===== src/rtl/gshare_pattern_history_table.sv =====
// Direct-mapped table of saturating direction counters, optionally gshare-indexed,
// with a committed global history register and a saturating mispredict counter.

module gshare_pht_ctr #(
  parameter int CTR_W = 2
) (
  input  logic             clk,
  input  logic             rst,
  input  logic             we,
  input  logic             inc,
  output logic [CTR_W-1:0] ctr
);
  // Weakly-not-taken; for a 1-bit counter this evaluates to 0.
  localparam logic [CTR_W-1:0] RST_VAL = CTR_W'((1 << (CTR_W - 1)) - 1);
  localparam logic [CTR_W-1:0] MAX_VAL = '1;

  always_ff @(posedge clk or negedge rst) begin
    if (!rst) begin
      ctr <= RST_VAL;
    end else if (we) begin
      if (inc && ctr != MAX_VAL)       ctr <= ctr + 1'b1;
      else if (!inc && ctr != '0)      ctr <= ctr - 1'b1;
    end
  end
endmodule

module gshare_pattern_history_table #(
  parameter int INDEX_W = 4,
  parameter int CTR_W   = 2,
  parameter int GHR_W   = 4,
  parameter int GSHARE  = 1,
  parameter int STAT_W  = 32,
  localparam int GHR_PW = (GHR_W > 0) ? GHR_W : 1
) (
  input  logic               clk,
  input  logic               rst,
  input  logic [31:0]        pred_pc,
  output logic               pred_taken,
  output logic [INDEX_W-1:0] pred_index,
  input  logic               upd_valid,
  input  logic [INDEX_W-1:0] upd_index,
  input  logic               upd_taken,
  input  logic               upd_pred,
  input  logic               mem_stall,
  output logic [GHR_PW-1:0]  ghr,
  output logic [STAT_W-1:0]  mispredict_count
);
  localparam int  DEPTH    = 2 ** INDEX_W;
  localparam bit  USE_HIST = (GSHARE != 0) && (GHR_W > 0);

  typedef struct packed {
    logic               fire;
    logic [INDEX_W-1:0] idx;
    logic               taken;
    logic               mis;
  } upd_req_t;

  upd_req_t                      req;
  logic [DEPTH-1:0][CTR_W-1:0]   tbl;
  logic [INDEX_W-1:0]            raw_index;
  logic [INDEX_W-1:0]            hist_ext;
  logic                          unused_pc;

  assign req.fire  = upd_valid & ~mem_stall;
  assign req.idx   = upd_index;
  assign req.taken = upd_taken;
  assign req.mis   = upd_pred ^ upd_taken;

  assign raw_index  = pred_pc[INDEX_W+1:2];
  assign unused_pc  = ^{pred_pc[31:INDEX_W+2], pred_pc[1:0]};
  assign pred_index = USE_HIST ? (raw_index ^ hist_ext) : raw_index;
  // Read straight from the registered table: a same-cycle update is not bypassed.
  assign pred_taken = tbl[pred_index][CTR_W-1];

  for (genvar e = 0; e < DEPTH; e++) begin : g_ent
    gshare_pht_ctr #(.CTR_W(CTR_W)) u_ctr (
      .clk (clk),
      .rst (rst),
      .we  (req.fire && (req.idx == INDEX_W'(e))),
      .inc (req.taken),
      .ctr (tbl[e])
    );
  end

  if (GHR_W == 0) begin : g_no_ghr
    assign ghr      = 1'b0;
    assign hist_ext = '0;
  end else begin : g_ghr
    logic [GHR_W-1:0] ghr_q;
    if (GHR_W == 1) begin : g_one
      always_ff @(posedge clk or negedge rst) begin
        if (!rst)          ghr_q <= '0;
        else if (req.fire) ghr_q <= req.taken;
      end
    end else begin : g_multi
      // Newest outcome enters at the LSB; the oldest falls off the top.
      always_ff @(posedge clk or negedge rst) begin
        if (!rst)          ghr_q <= '0;
        else if (req.fire) ghr_q <= {ghr_q[GHR_W-2:0], req.taken};
      end
    end
    assign ghr      = ghr_q;
    assign hist_ext = INDEX_W'(ghr_q);
  end

  always_ff @(posedge clk or negedge rst) begin
    if (!rst)
      mispredict_count <= '0;
    else if (req.fire && req.mis && !(&mispredict_count))
      mispredict_count <= mispredict_count + 1'b1;
  end
endmodule


===== config.mk =====
export PLATFORM = sky130hd
export DESIGN_NAME = gshare_pattern_history_table
export DESIGN_NICKNAME = d
export VERILOG_FILES = /design/src/rtl/gshare_pattern_history_table.sv
export SDC_FILE = /design/constraint.sdc
export NUM_CORES = 1
export LEC_CHECK = 0
export ABC_AREA = 0
export CAP_MARGIN = 20
export CELL_PAD_IN_SITES_DETAIL_PLACEMENT = 1
export CELL_PAD_IN_SITES_GLOBAL_PLACEMENT = 1
export CORE_MARGIN = 2
export CORE_UTILIZATION = 41
export DETAILED_ROUTE_END_ITERATION = 8
export HOLD_SLACK_MARGIN = 0.1
export PLACE_DENSITY = 0.85
export REMOVE_ABC_BUFFERS = 1
export SETUP_SLACK_MARGIN = 0.4
export SLEW_MARGIN = 0
export SYNTH_ARGS = -nofsm -noshare
export SYNTH_HDL_FRONTEND = slang
export SYNTH_SLANG_ARGS = --single-unit
export TNS_END_PERCENT = 20

===== constraint.sdc =====
create_clock -name clk -period 5.7 [get_ports clk]
set_input_delay 1.425 -clock clk [delete_from_list [all_inputs] [get_ports clk]]
set_output_delay 1.425 -clock clk [all_outputs]
set_load 0.03 [all_outputs]

Word-level counts from Yosys, hierarchy flattened

Cells that the tools add are included.

Bits in registers: 68
Bits of input ports: 42
Output and inout bits: 41
Logic and storage cells: 223

$add $sub $neg: 33
Magnitude comparators: 1
Equality and inequality tests: 31
Muxes and demuxes: 34
Bitwise operators: 4
Reduce and logical (&&, ||, !) cells: 102

Operator list:

| operator                                                   | count |
|---|---|
| 2-to-1 mux 2 bit                                           | 33 |
| nonzero test 2 bit                                         | 32 |
| logical AND 1 bit                                          | 50 |
| adder 2 x 1 -> 2 bit, second input constant                | 16 |
| adder 32 x 1 -> 32 bit, second input constant              | 1 |
| == test 4 bit, second input constant                       | 8 |
| != test 2 bit, second input constant                       | 16 |
| AND reduction 2 bit                                        | 16 |
| AND reduction 32 bit                                       | 1 |
| subtractor 2 x 1 -> 2 bit, second input constant           | 16 |
| == test 4 x 3 -> 1 bit, second input constant              | 4 |
| binary-select mux 2 bit (select 4 bit)                     | 1 |
| == test 4 x 2 -> 1 bit, second input constant              | 2 |
| less-than comparator 4 x 5 -> 1 bit, second input constant | 1 |
| == test 4 x 1 -> 1 bit, second input constant              | 1 |
| zero test 4 bit                                            | 1 |
| XOR 4 bit                                                  | 1 |
| zero test 1 bit                                            | 2 |
| AND 1 bit                                                  | 1 |
| inverter 1 bit                                             | 1 |
| XOR 1 bit                                                  | 1 |

Longest topological paths before layout

Depth after elaboration: 4
Gate-level depth with buffers: 7
Depth with buffers taken out: 6

Modules after synthesis

A second synthesis with hierarchy kept.

Cell total of the unflattened synthesis: 329
Area total of the unflattened synthesis: 3574.7 um2

By module, submodules not included:

| module                       | instances | cells each | area an instance (um2) | seq. area each (um2) |
|---|---|---|---|---|
| gshare_pattern_history_table | 1         | 201        | 2033.2                 | 900.9 |
| gshare_pht_ctr               | 16        | 8          | 96.3                   | 51.3 |

Worst setup path before layout

OpenSTA, ideal clock, no wires.

Path type: input port to output port
Start: in pred_pc[3]
End: out pred_taken
Arrival time: 2.974 ns
Data required time: 4.275 ns
Path slack: 1.301 ns
Cell stages on the path: 5
Buffers on the path: 0
Cell sequence: xor2_2 mux4_2 mux2_2 nor2_1 a21oi_1

Word-level cells in the longest chain between the ends: 3

Ends and longest elaborated chain:

| what                                   | line | RTL |
|---|---|---|
| start, declared                        | 37   | `input logic [31:0] pred_pc,` |
| XOR 4 bit                              | 71   | `assign pred_index = USE_HIST ? (raw_index ^ hist_ext) : raw_index;` |
| binary-select mux 2 bit (select 4 bit) | 73   | `assign pred_taken = tbl[pred_index][CTR_W-1];` |
| 2-to-1 mux 2 bit (not written as such) | 73   |  |
| end, declared                          | 38   | `output logic pred_taken,` |

Every way passes these cells. The select of a mux whose other input is x is not followed.

Worst setup path after layout

Ends and elaborated chain as after synthesis.

==> flow_summary_export.csv <==
group,metric,value,unit
job,drv_cap,0,
setup_path,r2r-start,"mispredict_count[0]",
placement,dp_hpwl,6680,um
layout,fillCellCount,989,
detailed_routing,drt_iter0_markers,116,
detailed_routing,wl_per_cell,17.6,um
setup_path,critPathMaxStageDelay,0.60,ns
timing,setup_viol_count_final,0,
cts,clockBufferDepth,2,
setup_path,r2r_cells,5,
layout,drive_gt1_share,13.5,%
pwr,leakage,1.84,nW
placement,placed_cell_area,4340,um^2
cts,clk_pin_slew,0.08,ns
worst_hold_path,holdPathStages,1,
pwr,p_int,853,uW
die,die-area,9750,um^2
global_route,gr-total-overflow,0,
timing,slew-limit-headroom,40.4,%
cts,clk_latency,0.34,ns
die,rows,34,
synthesis,avgSynthCellArea,9.61,um^2
pwr,combinationalPowerShare,20.6,%
setup_path,cp_data_arrival_time,3.78,ns
detailed_routing,via_count,3124,
worst_hold_path,hold_end,"mispredict_count[20]",
placement,gp_congestion,0.764,
timing,tns,0,ns
setup_path,cp-end-kind,"output pin",
die,boundaryPins,83,
layout,area_delta_synth_final,23.4,%
global_route,track_usage,21.2,%
setup_path,crit_path_max_fanout,3,
global_route,antenna_found_initial,0,
setup_path,cp.required,4.28,ns
placement,portBuffers,54,
synthesis,synth_warnings,0,
timing,drv_slew,0,
detailed_routing,ant_nets,0,
setup_path,startpoint_type,"input pin",
detailed_routing,drc,0,
pwr,vdd_ir_drop_max,0.000182,V
detailed_routing,drt_first_pass_iters,4,
run_status,status,"complete, no violations",
cts,cts.sinks,68,
detailed_routing,wl,9710,um
timing,grt_setup_unrepaired,"no",
detailed_routing,viasPerCell,5.65,
pwr,power_per_cell_area,278,nW/um^2
synthesis,synth-seq-cells,68,
global_route,grt_pass1_wl,16700,um
timing,whs,0.499,ns
cts,cts_buffers,9,
setup_path,crit_path_top_delay_cell,"clkdlybuf4s50_1",
timing,fin_ws,0.498,ns
layout,final_cell_area,4540,um^2
layout,final_cell_mix,"clkdlybuf4s50_1, dfrtp_1, nand2_1",
pwr,pwr-share-seq,46.7,%
timing,period_minus_slack,5.20,ns
pwr,power_switching,409,uW
synthesis,ys_seq_area_share,46.8,%
pwr,clkPwrFrac,32.7,%
die,start_util,42.2,%
cts,cts_root_buffer,"clkbuf_8",
layout,fin_nets,483,
pwr,power.total,1.26,mW
cts,h-tree-depth,3,
setup_path,r2r_slack,3.32,ns
layout,antenna_cells,0,
timing,clock_skew,0.00604,ns
worst_hold_path,hold_path_class,"register to register",
synthesis,synth_area,3680,um^2
cts,cts_tree,"built",
timing,final_hold_viol_count,0,
timing,worstMarginPinSlew,0.894,ns
timing,max_freq,192,MHz
cts,cts_resized,0,
cts,cts_setup_buffers,0,
setup_path,timing.critical_path.mode_cell,"clkdlybuf4s50_1",
die,die_x,98.8,um
setup_path,r2r_end,"mispredict_count[1]",
global_route,grt_max_degree,69,
placement,post-place-ws,0.479,ns
setup_path,cp_top_family,"buffers and inverters",
die,core_area,8720,um^2
setup_path,critical_path_buf_inv_count,3,
synthesis,ys_types,43,
setup_path,critical_path_class,"input pin to output pin",
setup_path,cp.depth,7,
timing,fin_crit_sh,91.3,%
pwr,swShare,32.4,%
die,die_y,98.8,um
setup_path,path_cells,"clkdlybuf4s50_1 > xor2_2 > buf_4 > mux4_2 > mux2i_1 > a21oi_1 > clkdlybuf4s50_1",
worst_hold_path,hp-start,"mispredict_count[20]",
global_route,grt_pass1_vias,3360,
layout,final_common_cell,"clkdlybuf4s50_1",
synthesis,synth_cells,383,
cts,cts_hold_buf,0,
metal layers:
metal,vias up,part of all wire [%],routed length (um),global-route usage (%)
li1,1477,-,-,-
met1,1574,43,4190,26.7
met2,61,51,4970,36.4
met5,-,0,0,0
met3,12,4.1,396,5.53
met4,0,1.5,150,5.58
cells by family (layout without fill, tap and decap cells):
group	after synthesis	count (layout)	share of synthesized area, %
AND/OR/NAND/NOR	159	159	23.9
AO/OA/AOI/OAI	82	82	12.7
flip-flops	68	68	46.8
XOR/XNOR	35	35	8.53
buffers and inverters	25	87	2.69
multiplexers	11	11	4.52
adder cells (fa/ha/maj)	3	3	0.884
worst max path at each step:
stage | slack [ns] | startpoint | end
after CTS | 0.47 | pred_pc[3] | pred_taken
after detailed placement | 0.48 | pred_pc[3] | pred_taken
after floorplan | 1.30 | pred_pc[3] | pred_taken
after global placement | 0.50 | pred_pc[3] | pred_taken
after global routing | 0.42 | pred_pc[3] | pred_taken
final | 0.50 | pred_pc[3] | pred_taken
power groups by stage:
| stage | logic [mW] | clock network, mW | registers (mW) |
|---|---|---|---|
| finish | 0.259 | 0.413 | 0.589 |
| global route | 0.282 | 0.447 | 0.599 |
| CTS | 0.264 | 0.422 | 0.589 |
| detailed placement | 0.261 | 0 | 0.597 |
| global placement | 0.252 | 0 | 0.591 |
| floorplan | 0.106 | 0 | 0.625 |
stage by stage:
stage,std cells,utilization (%)
after detailed placement,537,49.8
final,553,52.1
after floorplan,369,-
after CTS,553,52.1
after global placement,537,49.8
after global routing,553,52.1
registers in the layout, indices dropped and copies added (netlist names):
register,count
mispredict_count,32
g_ent.u_ctr.ctr,32
ghr,4
cell type report:
| class | count | area (um^2) | share of cell area [%] |
|---|---|---|---|
| tap | 108 | 135 | 2.98 |
| clock buffer | 10 | 138 | 3.03 |
| timing repair buffer | 60 | 581 | 12.8 |
| inverter | 11 | 41.3 | 0.909 |
| clock inverter | 6 | 63.8 | 1.41 |
| sequential | 68 | 1720 | 37.9 |
| multi-input combinational | 290 | 1860 | 41.0 |
synth_stat cells, drive strengths merged:
library cell | n | area share [%]
nand4 | 14 | 2.4
nor4 | 2 | 0.92
nor2 | 29 | 3.0
dfstp | 16 | 11
clkbuf | 11 | 1.1
a211oi | 4 | 0.82
mux2 | 5 | 1.5
a221o | 6 | 1.6
nand2 | 48 | 4.9
and4b | 1 | 0.27
nand3b | 4 | 1.2
nand3 | 15 | 2.2
and4 | 5 | 1.2
mux4 | 4 | 2.4
nor3 | 8 | 1.9
or3 | 1 | 0.17
maj3 | 2 | 0.54
and3 | 10 | 1.7
buf | 3 | 0.44
inv | 11 | 1.1
nor4bb | 2 | 0.54
a31oi | 7 | 1.2
dfrtp | 52 | 35
mux2i | 2 | 0.54
nor3b | 6 | 1.2
xor2 | 16 | 4.0
a21oi | 19 | 2.7
o21ai | 45 | 6.1
ha | 1 | 0.34
xnor2 | 19 | 4.5
a41oi | 1 | 0.24
nand2b | 1 | 0.17
nor4b | 1 | 0.24
nor2b | 3 | 0.51
and2 | 9 | 1.5
Note: power is estimated with default switching activity, not from simulation.
